$ cat config.mk
export PLATFORM = sky130hd
export DESIGN_NAME = regfile_param
export DESIGN_NICKNAME = d
export VERILOG_FILES = /design/src/rtl/regfile_param.sv
export SDC_FILE = /design/constraint.sdc
export NUM_CORES = 2
export LEC_CHECK = 0
export CORE_MARGIN = 2
export CORE_UTILIZATION = 60
export CTS_BUF_LIST = sky130_fd_sc_hd__clkbuf_16
export DETAILED_ROUTE_END_ITERATION = 8
export DONT_BUFFER_PORTS = 1
export HOLD_SLACK_MARGIN = 0.05
export PLACE_DENSITY = 0.73
export SETUP_SLACK_MARGIN = 0.4
export SYNTH_ARGS = -nofsm -noshare
export SYNTH_HDL_FRONTEND = slang
export SYNTH_SLANG_ARGS = --single-unit
$ cat constraint.sdc
create_clock -name CLK -period 72.8 [get_ports CLK]
set_input_delay 10.92 -clock CLK [delete_from_list [all_inputs] [get_ports CLK]]
set_output_delay 10.92 -clock CLK [all_outputs]
set_load 0.02 [all_outputs]
$ cat src/rtl/regfile_param.sv
// regfile_param: parametrised register file for the MIPS datapaths.
// Two combinational read ports, one byte-enabled write port that commits on the
// falling clock edge, and a clear sequencer that zeroes one entry per cycle.
// Optional feature: define REGFILE_BYPASS_EN to forward the pending write to
// matching read ports in the same cycle. Without it, reads see stored data only.
module regfile_param #(
  parameter int unsigned DW       = 32,
  parameter int unsigned AW       = 5,
  parameter int unsigned ZERO_REG = 1
) (
  input  logic                CLK,
  input  logic                RST,
  input  logic [AW-1:0]       R_Addr_A,
  input  logic [AW-1:0]       R_Addr_B,
  output logic [DW-1:0]       R_Data_A,
  output logic [DW-1:0]       R_Data_B,
  input  logic [AW-1:0]       W_Addr,
  input  logic [DW-1:0]       W_Data,
  input  logic [(DW/8)-1:0]   W_BE,
  input  logic                Write_Reg,
  input  logic                CLR_Req,
  output logic                Busy,
  output logic                W_Drop
);

  localparam int unsigned DEPTH = 2 ** AW;
  localparam int unsigned NB    = DW / 8;

  localparam logic [0:0] ST_IDLE  = 1'b0;
  localparam logic [0:0] ST_SWEEP = 1'b1;

  logic [DW-1:0] mem [DEPTH];

  logic [0:0]    state;
  logic [0:0]    state_nxt;
  logic [AW-1:0] idx;
  logic [AW-1:0] idx_nxt;
  logic          busy_nxt;
  logic          drop_nxt;

  logic          writable_c;
  logic          be_any_c;
  logic          wr_commit_c;
  logic          sweep_clr_c;
  logic [DW-1:0] wr_word_c;

  // Overlay the enabled bytes of the new data onto the old word.
  function automatic logic [DW-1:0] merge_bytes(input logic [DW-1:0] old_word,
                                                input logic [DW-1:0] new_word,
                                                input logic [NB-1:0] be);
    logic [DW-1:0] res;
    res = old_word;
    for (int b = 0; b < int'(NB); b++) begin
      if (be[b]) res[8*b +: 8] = new_word[8*b +: 8];
    end
    return res;
  endfunction

  // Write qualification: entry 0 is read-only when hardwired to zero.
  always_comb begin
    writable_c = 1'b1;
    if ((ZERO_REG != 0) && (W_Addr == '0)) writable_c = 1'b0;
    be_any_c    = |W_BE;
    wr_commit_c = Write_Reg && !Busy && writable_c && be_any_c;
    sweep_clr_c = (state == ST_SWEEP);
    wr_word_c   = merge_bytes(mem[W_Addr], W_Data, W_BE);
  end

  // Clear sequencer next-state, busy and drop-pulse logic.
  always_comb begin
    state_nxt = state;
    idx_nxt   = idx;
    busy_nxt  = 1'b0;
    drop_nxt  = 1'b0;
    case (state)
      ST_IDLE: begin
        if (CLR_Req) begin
          state_nxt = ST_SWEEP;
          idx_nxt   = '0;
        end
      end
      ST_SWEEP: begin
        idx_nxt = AW'(idx + 1'b1);
        if (idx == '1) state_nxt = ST_IDLE;
      end
      default: begin
        state_nxt = ST_IDLE;
        idx_nxt   = '0;
      end
    endcase
    busy_nxt = (state_nxt == ST_SWEEP);
    // Only a write that would otherwise have committed counts as dropped.
    drop_nxt = Write_Reg && Busy && writable_c && be_any_c;
  end

  // Sequencer state and registered status outputs.
  always_ff @(negedge CLK or posedge RST) begin
    if (RST) begin
      state  <= ST_IDLE;
      idx    <= '0;
      Busy   <= 1'b0;
      W_Drop <= 1'b0;
    end else begin
      state  <= state_nxt;
      idx    <= idx_nxt;
      Busy   <= busy_nxt;
      W_Drop <= drop_nxt;
    end
  end

  // Storage array: sweep clear and external write are mutually exclusive.
  always_ff @(negedge CLK or posedge RST) begin
    if (RST) begin
      for (int i = 0; i < int'(DEPTH); i++) mem[i] <= '0;
    end else if (sweep_clr_c) begin
      mem[idx] <= '0;
    end else if (wr_commit_c) begin
      mem[W_Addr] <= wr_word_c;
    end
  end

  // Read port A.
  always_comb begin
    R_Data_A = mem[R_Addr_A];
`ifdef REGFILE_BYPASS_EN
    if (wr_commit_c && (R_Addr_A == W_Addr)) R_Data_A = wr_word_c;
`endif
    if ((ZERO_REG != 0) && (R_Addr_A == '0)) R_Data_A = '0;
  end

  // Read port B.
  always_comb begin
    R_Data_B = mem[R_Addr_B];
`ifdef REGFILE_BYPASS_EN
    if (wr_commit_c && (R_Addr_B == W_Addr)) R_Data_B = wr_word_c;
`endif
    if ((ZERO_REG != 0) && (R_Addr_B == '0)) R_Data_B = '0;
  end

endmodule

==> summary.log <==
qor: route.detail_route.wirelength 263 mm
qor: worst_hold_path.hold_path.class register to register
qor: route.detail_route.drc_violations 0
qor: final_layout.fin_util 0.651
qor: sta.slew_limit_headroom -0.626
qor: sta.setup_viol_count_final 0
qor: logic_synthesis.ys_dominant_reg_cell dfrtn_1
qor: logic_synthesis.ys_types 64
qor: global_routing.grt_pass1_vias 48799
qor: route.wl_per_cell 45.8 um
qor: final_layout.finish.net_count 4307
qor: worst_setup_path.worst_setup_path_start_kind primary input
qor: final_layout.post_route_cells_drive_above_1_share 0.263
qor: die.initial_utilization 0.606
qor: die.pin_count 121
qor: logic_synthesis.synthTopCellsByArea dfrtn_1, mux4_2, a22o_1
qor: clock_network.worstSkewPairLatency 0.69 ns
qor: sta.grt_setup_unrepaired no
qor: route.maxUsedRoutingLayer met5
qor: logic_synthesis.syn_inst 4554
qor: final_layout.layout.cells.most_common_list dfrtn_1, a22o_1, mux4_2
qor: route.num_vias 50822
qor: logic_synthesis.synth_compound_area_frac 0.179
qor: logic_synthesis.synth_mux_area_frac 0.320
qor: worst_setup_path.critPathMaxFanout 445
qor: place.post-place-ws 22.53 ns
qor: sta.setup_slack 21.57 ns
qor: clock_network.clk_pin_slew 0.04 ns
qor: worst_setup_path.cp_data_required_time 36.91 ns
qor: route.route.met2.wl 101 mm
qor: global_routing.grt_antenna_before_repair 16
qor: logic_synthesis.ys_seq_elements 1031
qor: route.met3RoutedLength 52.8 mm
qor: worst_setup_path.worst_setup_path_end_kind register
qor: pwr.power_leakage 28.0 nW
qor: logic_synthesis.yosysTopAreaCell dfrtn_1
qor: sta.timing.final.max_slew_violations 160
qor: final_layout.mostFrequentLayoutCell dfrtn_1
qor: logic_synthesis.number_of_enable_flip_flop_cells_after_synthesis 0
qor: place.dp.cells 5503
qor: global_routing.maximum_number_of_pins_on_one_net_before_global_route_repair 446
qor: die.core 102000 sq um
qor: sta.timing.final.hold_violations 0
qor: worst_setup_path.critical_path_arrival 15.34 ns
qor: logic_synthesis.yosys.area_share.xor_xnor 0.000284
qor: place.dp_hpwl 133 mm
qor: worst_setup_path.crit_type primary input to register
qor: place.place_congestion 0.925
qor: clock_network.clock_path_buffers 3
qor: route.detail-route-antenna-nets 0
qor: sta.worst_clock_skew 0.0248 ns
qor: logic_synthesis.synth_top_area_share 0.419
qor: route.met1_length 84.0 mm
qor: sta.fin_setup_tns 0 ns
qor: logic_synthesis.synth_top_family_by_area multiplexers
qor: route.via_per_inst 8.87
qor: logic_synthesis.synth-adder-area-share 0.00102
qor: logic_synthesis.async_flop_share 1.00
qor: clock_network.post_cts_resize_count 0
qor: clock_network.root_buffer_master clkbuf_16
qor: clock_network.post_cts_buffers 0
qor: final_layout.post_route_non_filler_standard_cell_count 5732
qor: sta.max_slew.worst_pin.slew 2.44 ns
qor: die.floorplan.die_area 105000 sq um
qor: route.first_pass_iters 9
qor: global_routing.first_pass_grt_wire_length 371 mm
qor: logic_synthesis.synth-simple-area-share 0.0330
qor: logic_synthesis.synth_seq_area_share 0.419
qor: clock_network.hold_buffers 0
qor: logic_synthesis.postSynthAreaPerCell 13.5 sq um
qor: logic_synthesis.synth.yosys.warnings 0
qor: clock_network.cts_buffers 110
qor: global_routing.grt_overflow_total 0
qor: place.io_buffer_count 0
qor: final_layout.layout-area-overhead-vs-synth 7.54%
qor: worst_setup_path.r2r_slack 69.11 ns
qor: clock_network.clock-sinks 1031
qor: pwr.vdd.ir_drop.worst 0.0000183 V
qor: die.chipWidth 324 um
qor: die.num_rows 117
qor: pwr.power_per_cell_area 22.8 nW/um^2
qor: status.outcome complete, but fails checks
qor: status.violations max-capacitance violations, max-slew violations
qor: clock_network.htreeDepth 3
qor: global_routing.grtUsageTotal 0.497
qor: die.die_h 324 um
qor: route.count_of_routing_violations_after_the_opening_detailed_route_iteration 9104
qor: logic_synthesis.synth.cell_area 61600 sq um
qor: logic_synthesis.synth_nets 4614
qor: sta.hold_ws 0.484 ns
qor: run.max_cap_viol_count 1
qor: clock_network.cts_tree yes
worst max-delay path, stage by stage:
cell,delay (ns)
nor3_2,0.91
nand2_1,0.71
nor3_2,0.33
buf_4,0.38
a21oi_4,0.23
buf_4,0.40
a22o_1,0.26
cell usage after synthesis, drive strengths merged, types with 10 or more instances:
master	n
dfrtn	1031
a22o	961
mux4	706
mux2i	381
clkbuf	297
buf	274
nand2	174
o22ai	100
inv	88
o21ai	73
a21oi	67
nor2	63
a22oi	62
and2	38
nand3	32
nor3	24
nor4	24
nor2b	21
o31ai	19
a32oi	18
a211oi	12
nand2b	11
o2bb2ai	10
cell families (layout without fill, tap and decap cells):
logic type               Yosys count  count (layout)
AO/OA/AOI/OAI                   1349            1349
XOR/XNOR                           2               2
adder cells (fa/ha/maj)            5               5
buffers and inverters            659             449
flip-flops                      1031            1031
multiplexers                    1088            1088
other                              0              20
AND/OR/NAND/NOR                  420             420
metal layers:
metal / vias to the layer above / track usage
li1: 17954 / -
met1: 25641 / 0.626
met5: - / 0.00317
met4: 22 / 0.348
met3: 1591 / 0.301
met2: 5614 / 0.625
worst paths after layout:
kind,cells past startpoint,endpoint,from
max in group asynchronous,4,mem[214]$_DFFE_NP0P_,RST
max,7,mem[759]$_DFFE_NP0P_,W_Addr[0]
min in group asynchronous,1,mem[992]$_DFFE_NP0P_,RST
min reg2reg,1,mem[1002]$_DFFE_NP0P_,mem[1002]$_DFFE_NP0P_
min,1,mem[1002]$_DFFE_NP0P_,mem[1002]$_DFFE_NP0P_
max reg2reg,6,mem[1019]$_DFFE_NP0P_,state$_DFF_NP0_
power by group:
part	leakage (nW)	total, mW	switching (mW)	internal, mW
logic	11.8	0.286	0.180	0.105
clock network	1.83	0.575	0.257	0.318
registers	14.4	0.653	0.0394	0.613
total	28.0	1.51	0.477	1.04
registers in the layout (all words and copies together), names as in the netlist:
signal	flops
idx	5
state	1
mem	1024
W_Drop	1
area by class of cell:
type	instances	area (sq um)
multi-input cells	2864	33600
fillers	7257	35500
clock inverters	95	718
flip-flops and latches	1031	25800
inverters	88	334
repair buffers	152	1170
clock buffers	114	2850
well taps	1368	1710
diodes	20	50.0
metrics by stage:
| step | power [mW] | instance area (sq um) |
|---|---|---|
| after global placement | 0.918 | 62600 |
| after floorplan | 0.837 | 61600 |
| final | 1.51 | 66300 |
| after global routing | 1.53 | 66200 |
| after detailed placement | 0.924 | 62600 |
| after CTS | 1.48 | 66200 |
(Power assumes the default switching activity.)
